===== src/rtl/memory_decoder_if.sv =====
// Bank-select bus for memory_decoder: select index in, one-hot selects,
// registered select, change strobe and per-bank counters out.
interface memory_decoder_if #(
   parameter int CNT_W = 8
);
   logic             mem_in1;
   logic             mem_in0;
   logic             mem_out3;
   logic             mem_out2;
   logic             mem_out1;
   logic             mem_out0;
   logic [3:0]       mem_sel_q;
   logic             bank_chg;
   logic [CNT_W-1:0] cnt0;
   logic [CNT_W-1:0] cnt1;
   logic [CNT_W-1:0] cnt2;
   logic [CNT_W-1:0] cnt3;

   modport master (
      output mem_in1, mem_in0,
      input  mem_out3, mem_out2, mem_out1, mem_out0,
      input  mem_sel_q, bank_chg, cnt0, cnt1, cnt2, cnt3
   );

   modport slave (
      input  mem_in1, mem_in0,
      output mem_out3, mem_out2, mem_out1, mem_out0,
      output mem_sel_q, bank_chg, cnt0, cnt1, cnt2, cnt3
   );
endinterface


===== src/rtl/memory_decoder.sv =====
// Two-to-four one-hot bank decoder with a clocked side-path: registered select,
// bank-change strobe and per-bank saturating selection counters.
module memory_decoder #(
   parameter int CNT_W = 8
) (
   input logic              clk,
   input logic              rst,
   memory_decoder_if.slave  bus
);

   localparam logic [CNT_W-1:0] CNT_MAX = '1;

   logic [1:0]       idx;
   logic [3:0]       sel;
   logic [3:0]       sel_q;
   logic             bank_chg_q;
   logic [CNT_W-1:0] cnt_q [4];

   function automatic logic [CNT_W-1:0] sat_inc(input logic [CNT_W-1:0] v);
      return (v == CNT_MAX) ? v : v + CNT_W'(1);
   endfunction

   assign idx = {bus.mem_in1, bus.mem_in0};

   // Unknown select bits propagate as X on every bank line rather than picking a bank.
   always_comb begin
      sel = 'x;
      case (idx)
         2'b00:   sel = 4'b0001;
         2'b01:   sel = 4'b0010;
         2'b10:   sel = 4'b0100;
         2'b11:   sel = 4'b1000;
         default: sel = 'x;
      endcase
   end

   always_ff @(posedge clk or posedge rst) begin
      if (rst) begin
         sel_q      <= 4'b0000;
         bank_chg_q <= 1'b0;
         for (int b = 0; b < 4; b++) cnt_q[b] <= '0;
      end else begin
         sel_q      <= sel;
         bank_chg_q <= (sel != sel_q);
         for (int b = 0; b < 4; b++) begin
            if (sel[b]) cnt_q[b] <= sat_inc(cnt_q[b]);
         end
      end
   end

   assign bus.mem_out3  = sel[3];
   assign bus.mem_out2  = sel[2];
   assign bus.mem_out1  = sel[1];
   assign bus.mem_out0  = sel[0];
   assign bus.mem_sel_q = sel_q;
   assign bus.bank_chg  = bank_chg_q;
   assign bus.cnt0      = cnt_q[0];
   assign bus.cnt1      = cnt_q[1];
   assign bus.cnt2      = cnt_q[2];
   assign bus.cnt3      = cnt_q[3];

endmodule


===== src/flat_wrapper.sv =====
// flat-port wrapper written by rule: the top's interface ports become plain ports
module memory_decoder_flat 
#(
   parameter int CNT_W = 8
)
  (clk, rst, bus_mem_in1, bus_mem_in0, bus_mem_out3, bus_mem_out2, bus_mem_out1, bus_mem_out0, bus_mem_sel_q, bus_bank_chg, bus_cnt0, bus_cnt1, bus_cnt2, bus_cnt3);
  memory_decoder_if #(.CNT_W(CNT_W)) bus_i ();
  input logic clk;
  input logic rst;
  input wire logic [$bits(bus_i.mem_in1)-1:0] bus_mem_in1;
  input wire logic [$bits(bus_i.mem_in0)-1:0] bus_mem_in0;
  output wire logic [$bits(bus_i.mem_out3)-1:0] bus_mem_out3;
  output wire logic [$bits(bus_i.mem_out2)-1:0] bus_mem_out2;
  output wire logic [$bits(bus_i.mem_out1)-1:0] bus_mem_out1;
  output wire logic [$bits(bus_i.mem_out0)-1:0] bus_mem_out0;
  output wire logic [$bits(bus_i.mem_sel_q)-1:0] bus_mem_sel_q;
  output wire logic [$bits(bus_i.bank_chg)-1:0] bus_bank_chg;
  output wire logic [$bits(bus_i.cnt0)-1:0] bus_cnt0;
  output wire logic [$bits(bus_i.cnt1)-1:0] bus_cnt1;
  output wire logic [$bits(bus_i.cnt2)-1:0] bus_cnt2;
  output wire logic [$bits(bus_i.cnt3)-1:0] bus_cnt3;
  assign bus_i.mem_in1 = bus_mem_in1;
  assign bus_i.mem_in0 = bus_mem_in0;
  assign bus_mem_out3 = bus_i.mem_out3;
  assign bus_mem_out2 = bus_i.mem_out2;
  assign bus_mem_out1 = bus_i.mem_out1;
  assign bus_mem_out0 = bus_i.mem_out0;
  assign bus_mem_sel_q = bus_i.mem_sel_q;
  assign bus_bank_chg = bus_i.bank_chg;
  assign bus_cnt0 = bus_i.cnt0;
  assign bus_cnt1 = bus_i.cnt1;
  assign bus_cnt2 = bus_i.cnt2;
  assign bus_cnt3 = bus_i.cnt3;
  memory_decoder #(.CNT_W(CNT_W)) u_core (.clk(clk), .rst(rst), .bus(bus_i));
endmodule

===== config.mk =====
export PLATFORM = sky130hd
export DESIGN_NAME = memory_decoder_flat
export DESIGN_NICKNAME = d
export VERILOG_FILES = /design/src/rtl/memory_decoder_if.sv /design/src/rtl/memory_decoder.sv /design/src/flat_wrapper.sv
export SDC_FILE = /design/constraint.sdc
export NUM_CORES = 1
export LEC_CHECK = 0
export CAP_MARGIN = 15
export CORE_AREA = 2 2 88 90
export CTS_BUF_LIST = sky130_fd_sc_hd__clkbuf_8
export DETAILED_ROUTE_END_ITERATION = 16
export DIE_AREA = 0 0 90 92
export SYNTH_ARGS = -nofsm -noshare
export SYNTH_HDL_FRONTEND = slang
export SYNTH_SLANG_ARGS = --single-unit

===== constraint.sdc =====
create_clock -name clk -period 1.8 [get_ports clk]
set_input_delay 0.36 -clock clk [delete_from_list [all_inputs] [get_ports clk]]
set_output_delay 0.36 -clock clk [all_outputs]
set_load 0.005 [all_outputs]

==> results of run 1 <==
## worst paths after layout
| path | startpoint | end | slack, ns | cells past startpoint |
|---|---|---|---|---|
| worst max-delay path | bus_mem_in0 | bus_mem_out2 | 0.04 | 3 |
| worst min-delay path | rst | u_core.bus.cnt2[0] | 0.37 | 3 |
| worst max register to register | u_core.bus.cnt0[0] | u_core.bus.cnt0[1] | 0.20 | 5 |
| worst min register to register | u_core.bus.mem_sel_q[0] | u_core.bus.bank_chg | 0.51 | 1 |
| max in group asynchronous | rst | u_core.bus.cnt3[5] | 1.11 | 3 |
| min in group clk | u_core.bus.mem_sel_q[0] | u_core.bus.bank_chg | 0.51 | 1 |
## worst max-delay path, cell delays in order
cell and delay (ns):
clkdlybuf4s15_1 0.26, and2b_4 0.29, clkdlybuf4s50_1 0.49
## kinds of logic (layout without fill, tap and decap cells)
logic type | after synthesis | in the layout
AOI/OAI and AO/OA | 19 | 19
muxes | 10 | 10
buffers and inverters | 9 | 81
xor gates and xnor gates | 14 | 14
and+or+nand+nor | 66 | 66
adders and majority gates | 4 | 4
DFF | 37 | 37
## flip-flops by register name, indices dropped and copies added, names as in the netlist
name and cells:
u_core.bus.cnt0 8, u_core.bus.cnt1 8, u_core.bus.cnt2 8, u_core.bus.cnt3 8, u_core.bus.mem_sel_q 4, u_core.bus.bank_chg 1
## cells in the mapped netlist (all sizes together) (2+ instances only)
library cell / count / share of area, %
nand2b: 2 / 0.70
nand2: 14 / 2.9
nor3: 7 / 2.8
xnor2: 9 / 4.4
and4: 3 / 1.6
a21oi: 10 / 2.8
ha: 4 / 2.8
nor2: 11 / 2.3
o21ai: 4 / 1.1
inv: 7 / 1.5
nand4: 10 / 5.0
dfrtp: 37 / 52
and3: 4 / 1.7
mux2: 9 / 5.9
xor2: 5 / 2.5
nand3: 8 / 2.2
## what timing repair did
item | in CTS | in global routing
setup endpoints to repair | 4 | 0
setup buffers | 0 | 0
resized for setup | 5 | 0
## stage by stage
stage               power, µW  TNS (ns)  setup slack [ns]  area [µm²]  instances
floorplan                1880         0             0.264        1780        159
global placement         2590     -3.19            -0.271        2500        325
detailed placement       2610     -3.37            -0.275        2500        325
global route             3450         0          0.000929        2600        333
CTS                      3270         0            0.0404        2600        333
finish                   3220         0            0.0391        2600        333
## layer usage
metal / vias up / share of wire (%) / track usage [%]
met3: 5 / 4.9 / 2.96
met1: 654 / 50 / 13.2
met4: 0 / 1.4 / 3.08
met5: - / 0 / 0
li1: 708 / - / -
met2: 32 / 44 / 14.0
## area by class of cell
cell class	count	area share, %
clock buffers	7	3.71
clock inverters	1	0.193
inverters	8	1.35
multi-input cells	113	31.3
flip-flops and latches	37	35.7
well taps	102	4.92
repair buffers	65	22.9
## where the power goes
group | total, µW | leakage (µW) | switching, µW | internal, µW
Combinational | 1090 | 0.000626 | 364 | 726
Clock | 644 | 0.0000542 | 298 | 346
Sequential | 1480 | 0.000452 | 384 | 1100
Total | 3220 | 0.00113 | 1050 | 2170
==> impl_results.md, run 1 <==
- Run status: complete, no violations
- Fill count: around 790
- H-tree depth: 2
- Area growth syn-to-layout: 45.5%
- TritonRoute pass-1 iters: 4
- Crit path required time: between 1 and 1.5 ns
- Synth Area in Adders: 2.81%
- GRT Total Usage: 9.46%
- Pwr dens: ~1200 mW/mm²
- Num CTS Buffers: 5
- Worst-Skew Late Latency: 0.29 ns
- Core area: 0.00745 mm²
- CTS tree: done
- Worst Skew: 0.00657 ns
- Cells after synthesis: around 160
- Antenna Cells: 0
- Post-synthesis simple-gate area fraction: between 20% and 30%
- Final Core Density: around a third
- Routed WL per cell: between 10 and 15 µm
- First-pass GRT wire length: ~6300 µm
- Vias per cell: 4.20
- Commonest non-fill, non-tap cells in the layout: clkdlybuf4s50_1 (40), dfrtp_1 (37), buf_4 (21)
- Setup Crit Path Kind: primary input to output port
- Fin crit period: 1.76 ns
- Crit path DAT: 1.40 ns
- Synth cell types: 39
- DP Wirelength: 2780 µm
- Num rows: 32
- Multi-input logic area: 812 µm²
- Die ar.: 0.00828 mm²
- Max Cap Violations: 0
- Total gr overflow: 0
- CTS Sinks: 37
- CTS Root Cell: clkbuf_8
- Initial antenna violation count: 0
- Commonest non-fill, non-tap cell in the layout: clkdlybuf4s50_1
- Vias: 1,399
- Share of layout cells above drive strength 1: a little under a quarter
- Syn nets: 167
- Max IR drop VDD: 0.644 mV
- Clk pin slew, worst setup/hold paths: around 0.08 ns
- Vias in the first global route: 1,319
- Crit path launch type: primary input
- Complex-gate fraction of the synthesized area: 6.38%
- Worst slew margin: 77.0%
- Measured slew at the worst slew-check pin: 0.342 ns
- IO Port Bufs: 44
- Ys Warns: 0
- Initial core utilization: 24.0%
- Post-Syn Area: 0.00178 mm²
- Main combinational cell family by area after synthesis: simple AND/OR/NAND/NOR gates
- Worst Path Max Fanout: 6
- RSZ-0062 raised after global routing: no
- Final setup viols: 0
- #FFs+latches synth: 37
- Largest net degree at the start of global routing: 26
- Final critical-path share of the clock period: between 90% and 100%
- Chip width: about 90 µm
- Hold Path Class: primary input to async pin
- I/O pin count: 45
- Max Clk Rate: about 570 MHz
- Die height: 92 µm
- Final nets: approximately 240
- Hold Vio Cnt, Final: 0
- # hold bufs at CTS: 0
- Syn Area/Cell: 11.2 µm²
- Ys flop type: dfrtp_1
- Async SR Flop Fraction: 100%
- DRC: 0
- DRT iter0 DRCs: 33
- Hold WS: 0.373 ns
- Post-DRT Antenna Nets: 0
- Post-synthesis mux area share: roughly 6.5%
- Leakage power: 0.00113 µW
- Post-synth EDFFs: 0
- XOR/XNOR Fraction of Synth Area: slightly below 7%
- WL final: 3730 µm
- CP Capture Type: output port
- Post-synthesis sequential area ratio: about half
- Fin. max-slew vios: 0
- Routability cong.: 0.753
- Clock tree buffer depth: 2
- Reg area: 926 µm²
No activity file was read; power rests on OpenSTA's default activity.
==> inputs of run 2 (changes only) <==
--- a/config.mk
+++ b/config.mk
@@ -10,6 +10,9 @@
 export CTS_BUF_LIST = sky130_fd_sc_hd__clkbuf_8
 export DETAILED_ROUTE_END_ITERATION = 16
 export DIE_AREA = 0 0 90 92
+export HOLD_SLACK_MARGIN = 0.03
+export SETUP_SLACK_MARGIN = 0.1
+export SLEW_MARGIN = 25
 export SYNTH_ARGS = -nofsm -noshare
 export SYNTH_HDL_FRONTEND = slang
 export SYNTH_SLANG_ARGS = --single-unit
==> impl_results.md, run 2 (same netlist as run 1, synthesis figures left out) <==
- Fill count: 781
- Crit path DAT: between 1 and 1.5 ns
- Run status: complete, no violations
- Worst Skew: 0.00657 ns
- Die ar.: 0.00828 mm²
- Clk pin slew, worst setup/hold paths: 0.08 ns
- R2r worst-path depth: 5
- Worst Path Max Fanout: 4
- Worst slew margin: 77.0%
- CP peak stage delay: 0.50 ns
- Setup Crit Path Kind: primary input to output port
- CTS Sinks: 37
- Final setup viols: 0
- Final nets: 238
- DP Wirelength: about 2800 µm
- # Post-CTS Setup Buffers: 0
- CP max-delay cell: clkdlybuf4s50_1
- H-tree depth: 2
- Measured slew at the worst slew-check pin: approximately 0.34 ns
- Largest net degree at the start of global routing: 26
- Max Clk Rate: 606 MHz
- Num rows: 32
- Stages on worst setup path: 4
- Num CTS Buffers: 5
- RSZ-0062 raised after global routing: yes
- Total gr overflow: 0
- Critical path startpoint: bus_mem_in1
- Vias in the first global route: 1,319
- CP bufs+invs: 3
- Area growth syn-to-layout: 46.2%
- Final setup TNS: 0 ns
- Routability cong.: 0.753
- Hold Path Class: primary input to async pin
- Fin crit period: between 1.5 and 2 ns
- Leakage power: 0.00114 µW
- CTS tree: done
- Routed WL per cell: 11.2 µm
- Die height: 92 µm
- CTS Root Cell: clkbuf_8
- Placement Setup Slack: -0.275 ns
- Commonest non-fill, non-tap cells in the layout: clkdlybuf4s50_1 (39), dfrtp_1 (31), buf_4 (21)
- Reg area: 933 µm²
- Antenna Cells: 0
- Post-DRT Antenna Nets: 0
- TritonRoute pass-1 iters: 4
- DRT iter0 DRCs: 33
- Pwr dens: 1240 mW/mm²
- Fin. max-slew vios: 0
- Clock tree buffer depth: 2
- Crit path required time: between 1 and 1.5 ns
- Final critical-path share of the clock period: 91.7%
- Initial core utilization: between 20% and 30%
- Share of layout cells above drive strength 1: 25.5%
- Vias: 1,400
- Initial antenna violation count: 0
- Commonest non-fill, non-tap cell in the layout: clkdlybuf4s50_1
- GRT Total Usage: 9.46%
- Max Cap Violations: 0
- Core area: 0.00745 mm²
- CP Capture Type: output port
- Crit path max-delay family: buffers and inverters
- DRC: 0
- Crit path cell chain: clkdlybuf4s15_1, nand2_1, inv_2, clkdlybuf4s50_1
- Final setup margin: 0.149 ns
- I/O pin count: 45
- Worst-Skew Late Latency: 0.29 ns
- Chip width: 90 µm
- Multi-input logic area: approximately 800 µm²
- WL final: ~3700 µm
- Hold Vio Cnt, Final: 0
- Crit path launch type: primary input
- Vias per cell: 4.20
- IO Port Bufs: 44
- First-pass GRT wire length: between 6000 and 7000 µm
- Max IR drop VDD: about 0.64 mV
- R2r startpoint: u_core.bus.cnt0[1]
-- run 2: report_power, final --
part / switching [µW] / internal [µW]
clock network: 298 / 346
registers: 383 / 1110
logic: 364 / 728
-- run 2: what timing repair did --
item                                    CTS  global route
hold buffers                              0             0
endpoints found under the setup margin    6             9
resized for setup                         6             8
-- run 2: area by class of cell --
cell class              instances  area share [%]
clock inverters                 1           0.192
flip-flops and latches         37            35.8
repair buffers                 65            23.0
inverters                       8            1.34
clock buffers                   7            3.69
multi-input cells             113            31.1
well taps                     102            4.89
-- run 2: worst paths after layout --
kind                                           end  slack [ns]
hold reg to reg                u_core.bus.bank_chg        0.51
setup reg to reg                u_core.bus.cnt0[1]        0.24
setup / recovery                      bus_mem_out3        0.15
max in group asynchronous       u_core.bus.cnt3[3]        1.09
min in group clk           u_core.bus.mem_sel_q[1]        0.49
hold / removal                  u_core.bus.cnt2[0]        0.37
-- run 2: metal layers --
layer / wire length, µm / share of wire (%) / global-route usage (%)
met3: 187 / 5.0 / 2.96
met2: 1630 / 44 / 14.0
met5: 0 / 0 / 0
met1: 1860 / 50 / 13.2
met4: 51 / 1.4 / 3.08
-- run 2: stage by stage --
stage | std cells | hold slack [ns] | area [µm²] | total power (µW) | util, %
after floorplan | 159 | 0.494 | 1780 | 1880 | -
after global routing | 333 | 0.400 | 2610 | 3460 | 35.0
after CTS | 333 | 0.374 | 2600 | 3270 | 34.9
after detailed placement | 325 | 0.495 | 2500 | 2610 | 33.6
after global placement | 325 | 0.507 | 2500 | 2590 | 33.6
final | 333 | 0.373 | 2610 | 3230 | 35.0
-- run 2: worst reg2reg max path, delay by kind of cell, from the launching register on --
family | cells | cell delay [ns]
AND/OR/NAND/NOR | 3 | 0.50
flip-flops | 1 | 0.43
adder cells (fa/ha/maj) | 1 | 0.20
multiplexers | 1 | 0.32
==> inputs of run 3 (changes only) <==
--- a/config.mk
+++ b/config.mk
@@ -5,6 +5,7 @@
 export SDC_FILE = /design/constraint.sdc
 export NUM_CORES = 1
 export LEC_CHECK = 0
+export ABC_CLOCK_PERIOD_IN_PS = 1800
 export CAP_MARGIN = 15
 export CORE_AREA = 2 2 88 90
 export CTS_BUF_LIST = sky130_fd_sc_hd__clkbuf_8
@@ -16,3 +17,4 @@
 export SYNTH_ARGS = -nofsm -noshare
 export SYNTH_HDL_FRONTEND = slang
 export SYNTH_SLANG_ARGS = --single-unit
+export TNS_END_PERCENT = 50
==> impl_results.md, run 3 (same netlist as run 1, synthesis figures left out) <==
- Run status: complete, no violations
- CTS Sinks: 37
- Crit path launch type: flop
- Total gr overflow: 0
- DP Wirelength: 2780 µm
- Worst-Skew Late Latency: between 0.2 and 0.3 ns
- Hold Path Class: primary input to async pin
- I/O pin count: between 40 and 50
- Worst slew margin: 77.0%
- Crit path required time: about 1.4 ns
- Vias per cell: 4.20
- WL final: 3730 µm
- Final critical-path share of the clock period: 91.7%
- Worst Skew: 0.00657 ns
- Placement Setup Slack: -0.275 ns
- Antenna Cells: 0
- Fin crit period: 1.65 ns
- DRC: 0
- Post-DRT Antenna Nets: 0
- CTS tree: done
- GRT Total Usage: 9.46%
- Final nets: 238
- Hold WS: 0.373 ns
- Commonest non-fill, non-tap cells in the layout: clkdlybuf4s50_1 (39), dfrtp_1 (35), buf_4 (21)
- Hold Vio Cnt, Final: 0
- H-tree depth: 2
- Worst Path Max Fanout: 7
- Largest net degree at the start of global routing: 26
- Commonest non-fill, non-tap cell in the layout: clkdlybuf4s50_1
- DRT iter0 DRCs: 33
- CP max-delay cell: clkdlybuf4s50_1
- Crit path cell chain: clkdlybuf4s50_1
- Num rows: 32
- Max Clk Rate: 606 MHz
- First-pass GRT wire length: 6350 µm
- Max Cap Violations: 0
- Initial core utilization: a little under a quarter
- Area growth syn-to-layout: 45.9%
- CP Capture Type: output port
- Die height: 92 µm
- Final setup TNS: 0 ns
- CP peak stage delay: 0.54 ns
- Die ar.: 0.00828 mm²
- IO Port Bufs: 44
- Post-Layout Cell Count: 333
- Routability cong.: ~0.75
- Leakage power: 0.00114 µW
- Fill count: 783
- Crit path max-delay family: buffers and inverters
- Core area: 0.00745 mm²
- Share of layout cells above drive strength 1: about a quarter
- CP bufs+invs: 1
- Num CTS Buffers: 5
- Max IR drop VDD: 0.644 mV
- CTS Root Cell: clkbuf_8
- Fin. max-slew vios: 0
- Clk pin slew, worst setup/hold paths: 0.08 ns
- Chip width: 90 µm
- Final Power: approximately 3200 µW
- Final setup viols: 0
- TritonRoute pass-1 iters: 4
- Pwr dens: 1240 mW/mm²
- Crit path DAT: 1.29 ns
- Vias: 1,400
- Measured slew at the worst slew-check pin: between 0.3 and 0.4 ns
- Final setup margin: around 0.15 ns
- # hold bufs at CTS: 0
- RSZ-0062 raised after global routing: yes
- Setup Crit Path Kind: flop to output port
- Clock tree buffer depth: 2
- Initial antenna violation count: 0
- Routed WL per cell: 11.2 µm
- Vias in the first global route: 1,319
- Placed Cells: approximately 330
run 3: cell counts in the layout (fill, tap and decap cells not counted):
Identical to the previous run, type by type.
run 3: cell type report:
| type | count | area [µm²] | share of cell area (%) |
|---|---|---|---|
| flip-flops and latches | 37 | 928 | 35.7 |
| multi-input cells | 113 | 812 | 31.2 |
| repair buffers | 65 | 599 | 23.0 |
| well taps | 102 | 128 | 4.90 |
| clock buffers | 7 | 96.3 | 3.70 |
| inverters | 8 | 35.0 | 1.35 |
| clock inverters | 1 | 5.00 | 0.192 |
run 3: per-stage QoR:
stage	instance area, µm²	utilization (%)
after floorplan	1780	-
final	2600	35.0
after global routing	2600	35.0
after global placement	2500	33.6
after CTS	2600	34.9
after detailed placement	2500	33.6
run 3: routing by layer:
layer	wire length [µm]	track usage, %	share of wire, %
met1	1860	13.2	50
met2	1630	14.0	44
met3	187	2.96	5.0
met4	51	3.08	1.4
met5	0	0	0
run 3: power breakdown:
group          internal [µW]  switching, µW  leakage [µW]
Clock                    346            298     0.0000542
Sequential              1100            384      0.000449
Combinational            727            364      0.000639
run 3: final timing paths:
| check | slack, ns | start | endpoint | depth (start not counted) |
|---|---|---|---|---|
| max in group asynchronous | 1.09 | rst | u_core.bus.cnt3[3] | 3 |
| min in group clk | 0.49 | bus_mem_in0 | u_core.bus.mem_sel_q[1] | 2 |
| worst max register to register | 0.20 | u_core.bus.cnt0[0] | u_core.bus.cnt0[1] | 5 |
| worst min register to register | 0.51 | u_core.bus.mem_sel_q[0] | u_core.bus.bank_chg | 1 |
| worst max-delay path | 0.15 | u_core.bus.cnt2[2] | bus_cnt2[2] | 1 |
| worst min-delay path | 0.37 | rst | u_core.bus.cnt2[0] | 3 |
run 3: what timing repair did:
action,CTS,global route
buffers inserted,0,0
setup endpoints to repair,6,9
pin swaps,0,0
resized for setup,6,4
